File: src/rtl/fifo_pkg.sv
// Shared sizing helpers and parameter legality checks for the single-clock FIFO.
package fifo_pkg;

  function automatic int fifo_depth(input int asize);
    return 1 << asize;
  endfunction

  function automatic int count_w(input int asize);
    return asize + 1;
  endfunction

  function automatic bit afull_th_ok(input int asize, input int th);
    return (th >= 1) && (th <= (1 << asize));
  endfunction

  function automatic bit aempty_th_ok(input int asize, input int th);
    return (th >= 0) && (th <= (1 << asize) - 1);
  endfunction

endpackage

File: src/rtl/sync_fifo_mem.sv
// FIFO storage: one write port, read port either combinational (FWFT) or registered.
module sync_fifo_mem
  import fifo_pkg::*;
#(
  parameter int DSIZE = 32,
  parameter int ASIZE = 5,
  parameter int FWFT  = 0
) (
  input  logic             clk,
  input  logic             rst,
  input  logic             we,
  input  logic [ASIZE-1:0] waddr,
  input  logic [DSIZE-1:0] wdata,
  input  logic             re,
  input  logic [ASIZE-1:0] raddr,
  output logic [DSIZE-1:0] rdata
);

  localparam int DEPTH = fifo_depth(ASIZE);

  logic [DSIZE-1:0] mem [DEPTH];

  always_ff @(posedge clk) begin
    if (we) mem[waddr] <= wdata;
  end

  if (FWFT != 0) begin : g_async
    assign rdata = mem[raddr];
  end else begin : g_reg
    // Only the output register is cleared; the array itself is never reset.
    always_ff @(posedge clk) begin
      if (rst)     rdata <= '0;
      else if (re) rdata <= mem[raddr];
    end
  end

endmodule

File: src/rtl/sync_fifo_flags.sv
// Single-clock FIFO with fill count, almost-full/empty thresholds, sticky
// overflow/underflow flags and selectable standard or FWFT read mode.
module sync_fifo_flags
  import fifo_pkg::*;
#(
  parameter int DSIZE     = 32,
  parameter int ASIZE     = 5,
  parameter int AFULL_TH  = 28,
  parameter int AEMPTY_TH = 4,
  parameter int FWFT      = 0
) (
  input  logic                        clk,
  input  logic                        rst,
  input  logic                        winc,
  input  logic [DSIZE-1:0]            wdata,
  input  logic                        rinc,
  output logic [DSIZE-1:0]            rdata,
  output logic                        rvalid,
  output logic                        wfull,
  output logic                        rempty,
  output logic                        walmost_full,
  output logic                        ralmost_empty,
  output logic [count_w(ASIZE)-1:0]   count,
  input  logic                        clr_err,
  output logic                        overflow,
  output logic                        underflow
);

  localparam int             CW       = count_w(ASIZE);
  localparam logic [CW-1:0]  ONE      = CW'(1);
  localparam logic [CW-1:0]  AFULL_C  = CW'(AFULL_TH);
  localparam logic [CW-1:0]  AEMPTY_C = CW'(AEMPTY_TH);

  if (!afull_th_ok(ASIZE, AFULL_TH)) begin : g_bad_afull
    $error("sync_fifo_flags: AFULL_TH out of range 1..2**ASIZE");
  end
  if (!aempty_th_ok(ASIZE, AEMPTY_TH)) begin : g_bad_aempty
    $error("sync_fifo_flags: AEMPTY_TH out of range 0..2**ASIZE-1");
  end

  logic [CW-1:0]    wptr, rptr, wptr_nxt, rptr_nxt, count_nxt;
  logic             wr_ok, rd_ok;
  logic [DSIZE-1:0] mem_rdata;

  // Acceptance is gated by the registered flags, so full+rinc frees a slot
  // but the coincident write is still refused that cycle.
  always_comb begin
    wr_ok     = winc & ~wfull;
    rd_ok     = rinc & ~rempty;
    wptr_nxt  = wr_ok ? wptr + ONE : wptr;
    rptr_nxt  = rd_ok ? rptr + ONE : rptr;
    count_nxt = count;
    case ({wr_ok, rd_ok})
      2'b10:   count_nxt = count + ONE;
      2'b01:   count_nxt = count - ONE;
      default: count_nxt = count;
    endcase
  end

  always_ff @(posedge clk) begin
    if (rst) begin
      wptr          <= '0;
      rptr          <= '0;
      count         <= '0;
      wfull         <= 1'b0;
      rempty        <= 1'b1;
      walmost_full  <= 1'b0;
      ralmost_empty <= 1'b1;
      overflow      <= 1'b0;
      underflow     <= 1'b0;
    end else begin
      wptr          <= wptr_nxt;
      rptr          <= rptr_nxt;
      count         <= count_nxt;
      wfull         <= (wptr_nxt[ASIZE] != rptr_nxt[ASIZE]) &&
                       (wptr_nxt[ASIZE-1:0] == rptr_nxt[ASIZE-1:0]);
      rempty        <= (wptr_nxt == rptr_nxt);
      walmost_full  <= (count_nxt >= AFULL_C);
      ralmost_empty <= (count_nxt <= AEMPTY_C);
      // A new error event outranks a coincident clear.
      overflow      <= (winc & wfull)  | (overflow  & ~clr_err);
      underflow     <= (rinc & rempty) | (underflow & ~clr_err);
    end
  end

  sync_fifo_mem #(
    .DSIZE (DSIZE),
    .ASIZE (ASIZE),
    .FWFT  (FWFT)
  ) u_mem (
    .clk   (clk),
    .rst   (rst),
    .we    (wr_ok),
    .waddr (wptr[ASIZE-1:0]),
    .wdata (wdata),
    .re    (rd_ok),
    .raddr (rptr[ASIZE-1:0]),
    .rdata (mem_rdata)
  );

  if (FWFT != 0) begin : g_fwft
    // Head word is masked while empty so a stale or in-flight slot never leaks out.
    assign rvalid = ~rempty;
    assign rdata  = rempty ? '0 : mem_rdata;
  end else begin : g_std
    logic rd_vld;
    always_ff @(posedge clk) begin
      if (rst) rd_vld <= 1'b0;
      else     rd_vld <= rd_ok;
    end
    assign rvalid = rd_vld;
    assign rdata  = mem_rdata;
  end

endmodule

File: config.mk
export PLATFORM = sky130hd
export DESIGN_NAME = sync_fifo_flags
export DESIGN_NICKNAME = d
export VERILOG_FILES = /design/src/rtl/fifo_pkg.sv /design/src/rtl/sync_fifo_mem.sv /design/src/rtl/sync_fifo_flags.sv
export SDC_FILE = /design/constraint.sdc
export NUM_CORES = 1
export LEC_CHECK = 0
export CAP_MARGIN = 10
export CORE_MARGIN = 2
export CORE_UTILIZATION = 68
export CTS_CLUSTER_SIZE = 12
export DETAILED_ROUTE_END_ITERATION = 10
export DONT_BUFFER_PORTS = 1
export PLACE_DENSITY_LB_ADDON = 0.15
export REMOVE_ABC_BUFFERS = 1
export SLEW_MARGIN = 20
export SYNTH_ARGS = -nofsm -noshare
export SYNTH_HDL_FRONTEND = slang
export SYNTH_SLANG_ARGS = --single-unit
File: constraint.sdc
create_clock -name clk -period 6.6 [get_ports clk]
set_input_delay 0.33 -clock clk [delete_from_list [all_inputs] [get_ports clk]]
set_output_delay 0.33 -clock clk [all_outputs]
set_load 0.01 [all_outputs]
Word-level counts from Yosys, hierarchy flattened
Memory sizes are Yosys's and may differ from the RTL's. A register that Yosys moved wholly into a read port is not among the register bits. Index checks and enable logic that the tools add are counted.

Bits in registers: 25. Bits in writable memories: 1024. Input port bits: 37. Output and inout port bits: 45. Logic and storage cells: 39. Memories: 1.

Add/subtract/negate cells: 4. Order comparisons: 2. Equality and inequality tests: 5. Multiplexer cells: 5. Bitwise operators: 11. Reduce and logical (&&, ||, !) cells: 1.

Memories: u_mem.mem (depth 32, width 32, rd ports 1, clocked after memory_dff 1, write ports 1, line sync_fifo_mem.sv:21) `logic [DSIZE-1:0] mem [DEPTH];`.

Operators by type and width (count): adder 6 x 1 -> 6 bit (second input constant) (3); two-way mux 6 bit (2); one-hot mux 6 bit (2 select lines) (1); AND 1 bit (6); equality test 6 bit (1); >= comparator 6 x 5 -> 1 bit (second input constant) (1); <= comparator 6 x 3 -> 1 bit (second input constant) (1); subtractor 6 x 1 -> 6 bit (second input constant) (1); equality test 5 bit (1); NOT 1 bit (3); equality test 2 x 1 -> 1 bit (second input constant) (1); equality test 2 bit (second input constant) (1); two-way mux 1 bit (2); bitwise OR 1 bit (2); logical AND 1 bit (1); inequality test 1 bit (1).

Logic depth before layout (Yosys ltp)
Gate-level depths: netlist of run 1.

Depth in word-level cells: 5. Depth in mapped cells: 13. Depth with buffers taken out: 11.

Cells and area by module
A second synthesis of run 1 with hierarchy kept.

Cells, all modules: 2404. Area, all modules: 42204.2 um2.

By module, submodules not included: sync_fifo_mem (instances 1, cells an instance 2238, area an instance 40740.3 um2, seq. area each 31390.1 um2); sync_fifo_flags (instances 1, cells an instance 166, area an instance 1463.9 um2, seq. area each 500.5 um2).

Least setup slack after synthesis of run 1
No wires, ideal clock.

Path type: register -> register. From: reg wptr[0]. To: reg wfull. Library setup time: 0.078 ns. Arrival time: 2.939 ns. Data required time: 6.522 ns. Setup slack: 3.583 ns. Cell stages (with the launch flop): 8. Path buffers: 0. Clock period less this slack: 3.017 ns. Path through: dfxtp_1 -> ha_1 -> nand3b_1 -> nor2_1 -> nor2_1 -> xnor2_1 -> nand3_1 -> nor3_1.

Cells in the longest elaborated chain, start to end: 4. Elaborated cells on any way between the ends: 5. Classes of those cells: add/sub: 1; eq/ne: 2; mux: 1; reduce/logical: 1.

RTL lines: start, declared (line sync_fifo_flags.sv:41) `logic [CW-1:0] wptr, rptr, wptr_nxt, rptr_nxt, count_nxt;`; start signal, assigned (line sync_fifo_flags.sv:72) `wptr <= wptr_nxt;`; adder 6 x 1 -> 6 bit (line sync_fifo_flags.sv:50) `wptr_nxt = wr_ok ? wptr + ONE : wptr;`; two-way mux 6 bit * (line sync_fifo_flags.sv:50); equality test 5 bit / inequality test 1 bit (equally long branches) (line sync_fifo_flags.sv:76, sync_fifo_flags.sv:75); logical AND 1 bit * (line sync_fifo_flags.sv:75) `wfull <= (wptr_nxt[ASIZE] != rptr_nxt[ASIZE]) &&`; end signal, assigned (line sync_fifo_flags.sv:75); end, declared (line sync_fifo_flags.sv:19) `output logic wfull,`.

Mark *: on every way between the ends. The rest lies on a longest branch, timed or not. A chain may end at the register's enable or synchronous reset.

Final worst setup path of run 1
From: reg rempty. To: reg ralmost_empty.

Cells in the longest elaborated chain, start to end: 5. Elaborated cells on any way between the ends: 6. Classes of those cells: order compare: 1; eq/ne: 2; mux: 1; bitwise: 2.

RTL lines: start, declared (line sync_fifo_flags.sv:20) `output logic rempty,`; start signal, assigned (line sync_fifo_flags.sv:77) `rempty <= (wptr_nxt == rptr_nxt);`; NOT 1 bit * (line sync_fifo_flags.sv:49) `rd_ok = rinc & ~rempty;`; AND 1 bit * (line sync_fifo_flags.sv:49); equality test 2 x 1 -> 1 bit / equality test 2 bit (equally long branches) (line sync_fifo_flags.sv:53) `case ({wr_ok, rd_ok})`; one-hot mux 6 bit (2 select lines) * (line sync_fifo_flags.sv:53); <= comparator 6 x 3 -> 1 bit * (line sync_fifo_flags.sv:79) `ralmost_empty <= (count_nxt <= AEMPTY_C);`; end signal, assigned (line sync_fifo_flags.sv:79); end, declared (line sync_fifo_flags.sv:22) `output logic ralmost_empty,`.

Marked as above.

==> results of run 1 <==
-- worst min path at each step --
stage / cells past startpoint / startpoint / slack [ps] / to
floorplan: 1 / rst / 400 / count[0]
global placement: 1 / rst / 400 / rptr[2]
detailed placement: 1 / rst / 400 / rptr[2]
CTS: 2 / rinc / 140 / rvalid
global route: 2 / rinc / 190 / rvalid
finish: 2 / rinc / 160 / rvalid
-- registers in the layout, summed over array words and instances (netlist names) --
register,cells
u_mem.mem,1024
u_mem.rdata,32
wfull,1
ralmost_empty,1
underflow,1
rptr,6
rvalid,1
overflow,1
count,6
wptr,6
rempty,1
walmost_full,1
-- routing by layer --
layer | up-vias | wire [um] | part of all wire [%]
met5 | - | 16 | 0.017
met4 | 2 | 2110 | 2.3
met3 | 154 | 10500 | 11
met2 | 1211 | 46000 | 49
met1 | 10500 | 35300 | 38
li1 | 8086 | - | -
-- cell type report --
type	count	area, um2
clock buffer	171	2980
clock inverter	19	179
fill	3141	14300
inverter	8	30.0
multi-input combinational	703	9260
sequential	1081	31900
tap	782	978
timing repair buffer	82	743
-- cells in the mapped netlist, types with 5 or more instances --
library cell / n / area [um2]
nor2_1: 61 / 229
xor2_1: 12 / 105
mux2i_1: 100 / 1000
buf_4: 28 / 210
nor3_1: 5 / 25.0
inv_1: 6 / 22.5
xnor2_1: 9 / 78.8
buf_1: 10 / 37.5
o21ai_1: 9 / 45.0
edfxtp_1: 1024 / 30700
ha_1: 7 / 87.6
buf_2: 20 / 100
dfxtp_1: 57 / 1140
clkbuf_1: 38 / 143
mux4_2: 256 / 5770
o211ai_1: 32 / 240
nand2_1: 80 / 300
buf_6: 6 / 67.6
mux2_2: 32 / 360
a221oi_1: 32 / 280
o21ai_0: 23 / 115
a21oi_1: 7 / 35.0
-- cells by family after synthesis --
group	synth area share, %
flip-flops	76.7
AO/OA/AOI/OAI	2.10
adder cells (fa/ha/maj)	0.211
AND/OR/NAND/NOR	1.76
multiplexers	17.1
buffers and inverters	1.64
XOR/XNOR	0.442
-- per-stage QoR --
| stage | cell area (um2) | setup WS, ps | setup TNS, ps | hold WS (ps) | cells |
|---|---|---|---|---|---|
| final | 46100 | 3200 | 0 | 157 | 2846 |
| after global routing | 46100 | 2960 | 0 | 189 | 2846 |
| after CTS | 46100 | 3290 | 0 | 140 | 2846 |
| after detailed placement | 42600 | 3300 | 0 | 399 | 2619 |
| after global placement | 42600 | 3410 | 0 | 397 | 2619 |
| after floorplan | 40900 | -5580 | -215890 | 402 | 1792 |
-- power by group --
group	leakage, nW	total [mW]	internal, mW	switching [mW]
Sequential	9.69	7.71	7.59	0.119
Clock	1.52	5.59	3.18	2.41
Combinational	2.59	1.04	0.509	0.531
-- worst reg2reg max path, cell delays in order, from the launching register on --
cell      delay, ps
dfxtp_1         360
nand2b_1        400
inv_2           140
buf_4           640
nand2_1         250
xnor2_1         210
ha_1            210
a21oi_1          70
a21boi_0        150
nor3_1          270
xor2_1          270
o311a_1         230
o41ai_2          60
-- repair_timing --
action / in CTS / in global routing
hold buffers: 37 / 0
endpoints found under the hold margin: 1045 / 0
setup buffers: 0 / 0
==> impl_metrics.toml, run 1 <==
[setup_path]
r2r_slack_ps = 3200
crit_slowest_cell = "buf_4"
endpoint_kind = "flip-flop"
r2r_end = "ralmost_empty"
crit_path_start = "rempty"
cp_max_fo = 43
critPathTopFamily = "simple AND/OR/NAND/NOR gates"
crit_end = "ralmost_empty"
path_cells = "nand2b_1 > inv_2 > buf_4 > nand2_1 > xnor2_1 > ha_1 > a21oi_1 > a21boi_0 > nor3_1 > xor2_1 > o311a_1 > o41ai_2"
critical_path_class = "reg -> reg"
required_ps = 7080
worst-path-buf-inv = 2
cp_data_arrival_time_ps = 3880
timing.rr.start = "rempty"
slowest_delay_ps = 640
rr_worst_depth = 12
cp-start-kind = "flip-flop"
cp_num_cells = 12

[drt]
routedWlPerCell_um = 33.0
drt_iter0_markers = 2427
viasPerCell = 7.03
wl_um = 93900
route.antenna.remaining_nets = 0
first_pass_iters = 5
via_count = 20000
drc = 0

[cells_and_area]
post-route-util_pct = 76.3
diodes = 0
final_common_cell = "edfxtp_1"
final_nets = 2026
drive_above_1_share_pct = 25.0
area_delta_synth_final_pct = 10.8
layout_common_cells = "edfxtp_1, mux4_2, clkbuf_16, mux2i_1, nand2_1"

[die]
initial_core_util_pct = 68.9
rows = 90
die-width_um = 251
ioPinCount = 82
core_um2 = 60400
dieHeight_um = 251
die-area_um2 = 63100

[worst_hold_path]
worstHoldPathType = "in -> reg"

[placement]
io_buffers = 0
gp_congestion = 0.780
hpwlAfterDp_um = 45800

[timing]
slew_headroom_pct = 24.6
max_clock_freq_ghz = 0.294
min_period_ps = 3400
period_share_pct = 51.5
clock_skew_ps = 16.6
final_max_slew_viol_count = 0
finalHoldViolations = 0
setup_violations = 0
tightest_slew_ps = 1130
rsz0062_at_grt = "no"

[logic_synthesis]
ys_ff_latch = 1081
synth_cell_types = 55
synth_seq_area_share_pct = 76.7
syn_area_um2 = 41600
ys_warn_count = 0
netlist_instances = 1900
synth_flop_cell = "edfxtp_1"
avgSynthCellArea_um2 = 21.9
synth_edf_count = 1024
synth-async-reset-ratio_pct = 0

[cts]
clk_pin_slew_worst_paths_ps = 60
cts_tree = "yes"
ctsHtreeMaxLevel = 3
clock_sink_count = 1081
insertion_delay_ps = 660
cts.repair.resized = 0
clk_path_buf_depth = 3
clockRootBuffer = "clkbuf_16"
cts_buffers = 106

[power_and_ir_drop]
p_total_mw = 14.3
p_leak_nw = 13.8
p_per_area_nw_per_um2 = 311
ir_drop_mv = 0.253

[global_route]
grt_max_degree = 137
grt_pass1_wl_um = 138000
grt_pass1_vias = 20500
use_met1_pct = 44.5
grt_usage_pct = 30.7
met3_usage_pct = 7.22
grt_overflow = 0
grt.busiest_layer = "met2"
antenna_found_initial = 1
use_met2_pct = 48.3

[run]
maxCapViolations = 0

[status]
outcome = "finished, final reports clean"
Note: power is estimated with default switching activity, not from simulation.
==> inputs of run 2 (changes only) <==
--- a/config.mk
+++ b/config.mk
@@ -7,7 +7,7 @@
 export LEC_CHECK = 0
 export CAP_MARGIN = 10
 export CORE_MARGIN = 2
-export CORE_UTILIZATION = 68
+export CORE_UTILIZATION = 63
 export CTS_CLUSTER_SIZE = 12
 export DETAILED_ROUTE_END_ITERATION = 10
 export DONT_BUFFER_PORTS = 1
==> constraint.sdc (replaced) <==
create_clock -name clk -period 3.3 [get_ports clk]
set_input_delay 0.165 -clock clk [delete_from_list [all_inputs] [get_ports clk]]
set_output_delay 0.165 -clock clk [all_outputs]
set_load 0.01 [all_outputs]
==> impl_metrics.toml, run 2 (synthesized netlist as in run 1, its figures left out) <==
[cts]
cts_tree = "yes"
cts.repair.resized = 0
post_cts.repair.setup_buffers = 0
insertion_delay_ps = 670
clk_pin_slew_worst_paths_ps = 60
clock_sink_count = 1081
clockRootBuffer = "clkbuf_16"
hold_buffers = 43
ctsHtreeMaxLevel = 3
cts_buffers = 106
clk_path_buf_depth = 3

[timing]
finalHoldViolations = 0
tightest_slew_ps = 1060
clock_skew_ps = 22.1
min_period_ps = 2740
tns_ps = 0
final_max_slew_viol_count = 0
max_clock_freq_ghz = 0.365
rsz0062_at_grt = "no"
setup_violations = 0
hold_slack_ps = 20.7
setup_ws_ps = 563
period_share_pct = 82.9
slew_headroom_pct = 29.4

[global_route]
grt_pass1_vias = 20600
grt_max_degree = 50
grt_usage_pct = 29.1
grt_overflow = 0
grt_pass1_wl_um = 140000
antenna_found_initial = 0

[placement]
pre_cts_ws_ps = 653
gp_congestion = 0.856
hpwlAfterDp_um = 54800
io_buffers = 0
place_inst = 2759

[cells_and_area]
top_regs = "u_mem.mem: 1024 flops, u_mem.rdata: 32 flops"
num-fill-cells = 3771
drive_above_1_share_pct = 28.1
post-route-util_pct = 71.6
final_cells = 2988
layout_common_cells = "edfxtp_1, mux4_2, clkbuf_16, mux2i_1, buf_4"
seq_area_um2 = 31900
largest_reg_flops = 1024
final_nets = 2090
area_delta_synth_final_pct = 12.9
multi_input_area_um2 = 9260
top_register = "u_mem.mem"
final_common_cell = "edfxtp_1"

[die]
core_um2 = 65500
dieHeight_um = 261
die-width_um = 261
die-area_um2 = 68100
rows = 94
initial_core_util_pct = 63.5
ioPinCount = 82

[drt]
route.antenna.remaining_nets = 0
routedWlPerCell_um = 32.0
drt_iter0_markers = 2388
viasPerCell = 6.69
via_count = 20000
drc = 0
first_pass_iters = 6
wl_um = 95600

[worst_hold_path]
worstHoldPathType = "in -> reg"
hold_depth = 1
hp-start = "wdata[23]"

[setup_path]
cp_data_arrival_time_ps = 3250
crit_path_start = "wfull"
cp_max_fo = 13
endpoint_kind = "flip-flop"
rr_worst_depth = 11
required_ps = 3810
critical_path_class = "reg -> reg"
cp-start-kind = "flip-flop"
timing.rr.start = "wfull"

[run]
maxCapViolations = 0

[power_and_ir_drop]
ir_drop_mv = 0.559
p_per_area_nw_per_um2 = 615
p_leak_nw = 14.2

[status]
outcome = "finished, final reports clean"
run 2: cell types whose count changed in the layout (fill, tap and decap cells not counted), sizes merged:
| cell | change |
|---|---|
| buf | +72 |
| dlygate4sd3 | -8 |
| inv | +4 |
| clkbuf | -3 |
| clkinv | -3 |
| bufinv | -2 |
| clkinvlp | -1 |
| diode | +1 |
run 2: layout make-up:
type                       count  share of cell area (%)
antenna                        1                 0.00533
clock buffer                 168                    6.49
clock inverter                17                   0.304
inverter                       8                  0.0640
multi-input combinational    703                    19.7
sequential                  1081                    68.0
tap                          864                    2.30
timing repair buffer         146                    3.11
run 2: per-layer routing:
metal  global-route usage (%)  wire, um
met4                     9.43      2790
met1                     41.0     36900
met3                     5.30      8360
met2                     47.1     47500
met5                        0         0
run 2: final timing paths:
kind / to / slack [ps]
max: ralmost_empty / 560
min: u_mem.mem[25][23] / 20
max reg2reg: ralmost_empty / 560
min reg2reg: wptr[5] / 540
run 2: power breakdown:
group | switching (mW) | internal, mW
clock | 4.79 | 6.36
combinational | 1.20 | 1.11
sequential | 0.228 | 15.2
total | 6.22 | 22.6
run 2: worst max-delay path, cell delays in order (launching register included):
cell and delay (ps):
dfxtp_1 430, and2b_4 290, inv_1 160, nand2_1 140, xnor2_1 160, ha_1 240, a21oi_1 230, a21boi_0 270
nor3_1 100, xor2_1 250, o311a_1 250, o41ai_2 60
run 2: stage by stage:
step | power, mW | instance area, um2
floorplan | 17.6 | 40900
global placement | 17.7 | 43300
detailed placement | 17.8 | 43300
CTS | 29.1 | 47000
global route | 29.7 | 46900
finish | 28.9 | 46900
==> inputs of run 3 (changes only) <==
==> constraint.sdc (replaced) <==
create_clock -name clk -period 2.8 [get_ports clk]
set_input_delay 0.14 -clock clk [delete_from_list [all_inputs] [get_ports clk]]
set_output_delay 0.14 -clock clk [all_outputs]
set_load 0.01 [all_outputs]
==> impl_metrics.toml, run 3 (synthesized netlist as in run 1, its figures left out) <==
[cells_and_area]
drive_above_1_share_pct = 28.5
top_register = "u_mem.mem"
top_regs = "u_mem.mem: 1024 flops, u_mem.rdata: 32 flops"
post-route-util_pct = 71.8
largest_reg_flops = 1024
final_nets = 2098
fin_area_um2 = 47000
layout_common_cells = "edfxtp_1, mux4_2, clkbuf_16, mux2i_1, buf_4"
final_common_cell = "edfxtp_1"
num-fill-cells = 3744
area_delta_synth_final_pct = 13.1

[drt]
first_pass_iters = 7
viasPerCell = 6.69
route.antenna.remaining_nets = 0
via_count = 20100
routedWlPerCell_um = 31.3
drt_iter0_markers = 2347
wl_um = 93800
drc = 0

[cts]
clk_pin_slew_worst_paths_ps = 60
clk_path_buf_depth = 3
cts_buffers = 106
ctsHtreeMaxLevel = 3
clock_sink_count = 1081
insertion_delay_ps = 670
cts.repair.resized = 0
cts_tree = "yes"
clockRootBuffer = "clkbuf_16"

[global_route]
grt_usage_pct = 28.4
grt_pass1_vias = 20500
use_met1_pct = 41.1
grt_max_degree = 62
use_met2_pct = 45.2
grt.busiest_layer = "met2"
antenna_found_initial = 2
grt_pass1_wl_um = 138000
met3_usage_pct = 5.76
grt_overflow = 0

[timing]
slew_headroom_pct = 27.9
hold_slack_ps = -12.1
final_max_slew_viol_count = 0
finalHoldViolations = 53
clock_skew_ps = 22.0
tns_ps = 0
period_share_pct = 93.8
max_clock_freq_ghz = 0.381
setup_violations = 0
tightest_slew_ps = 1080
min_period_ps = 2630
rsz0062_at_grt = "no"

[status]
violations = "hold timing"
outcome = "finished with violations"

[die]
die-area_um2 = 68100
ioPinCount = 82
core_um2 = 65500
die-width_um = 261
dieHeight_um = 261
initial_core_util_pct = 63.5
rows = 94

[setup_path]
cp_data_arrival_time_ps = 3170
crit_end = "ralmost_empty"
r2r_end = "ralmost_empty"
rr_worst_depth = 9
timing.rr.start = "wfull"
critical_path_class = "reg -> reg"
crit_path_start = "wfull"
r2r_slack_ps = 170
endpoint_kind = "flip-flop"
cp-start-kind = "flip-flop"
required_ps = 3340
cp_max_fo = 8

[power_and_ir_drop]
p_per_area_nw_per_um2 = 725
ir_drop_mv = 0.559
p_leak_nw = 14.3
p_total_mw = 34.1

[placement]
gp_congestion = 0.799
placed_area_um2 = 43400
io_buffers = 0
hpwlAfterDp_um = 53100

[run]
maxCapViolations = 0

[worst_hold_path]
worstHoldPathType = "in -> reg"
## run 3: power breakdown
part / internal (mW) / switching, mW / leakage [nW]
registers: 17.9 / 0.227 / 9.69
clock network: 7.61 / 5.66 / 1.56
logic: 1.30 / 1.40 / 3.03
total: 26.8 / 7.28 / 14.3
## run 3: critical path, cell delays in order, from the launching register on
cell and delay (ps):
dfxtp_1 500, and2b_4 240, inv_1 160, ha_1 360, a21o_1 140, nand2_1 60
a2111oi_2 430, xnor2_1 210, inv_1 80, o41ai_2 340
## run 3: stage by stage
step	std cells	setup slack (ps)
2_1_floorplan	1792	-9380
3_3_place_gp	2768	353
3_5_place_dp	2768	257
4_1_cts	3000	209
5_1_grt	3001	7.58
6_report	3002	173
## run 3: what timing repair did
action | 4_1_cts | 5_1_grt
buffers inserted | 0 | 0
hold buffers | 41 | 1
endpoints found under the hold margin | 1046 | 5
## run 3: routing by layer
| metal | routed length, um | share of wire (%) |
|---|---|---|
| met2 | 46300 | 49 |
| met1 | 37300 | 40 |
| met3 | 8180 | 8.7 |
| met5 | 10 | 0.011 |
| met4 | 2090 | 2.2 |
## run 3: worst min-delay path by stage
| stage | start | endpoint | cells after the start |
|---|---|---|---|
| 2_1_floorplan | rst | count[0] | 1 |
| 3_3_place_gp | rst | rptr[2] | 1 |
| 3_5_place_dp | rst | rptr[2] | 1 |
| 4_1_cts | winc | wptr[0] | 4 |
| 5_1_grt | wdata[4] | u_mem.mem[13][4] | 1 |
| 6_report | wdata[4] | u_mem.mem[14][4] | 1 |
## run 3: final cells by class
cell class | count | area [um2] | share of cell area, %
tap | 864 | 1080 | 2.30
clock buffer | 174 | 3060 | 6.51
antenna | 1 | 2.50 | 0.00532
multi-input combinational | 703 | 9260 | 19.7
clock inverter | 17 | 169 | 0.359
inverter | 8 | 30.0 | 0.0639
timing repair buffer | 154 | 1500 | 3.19
sequential | 1081 | 31900 | 67.9
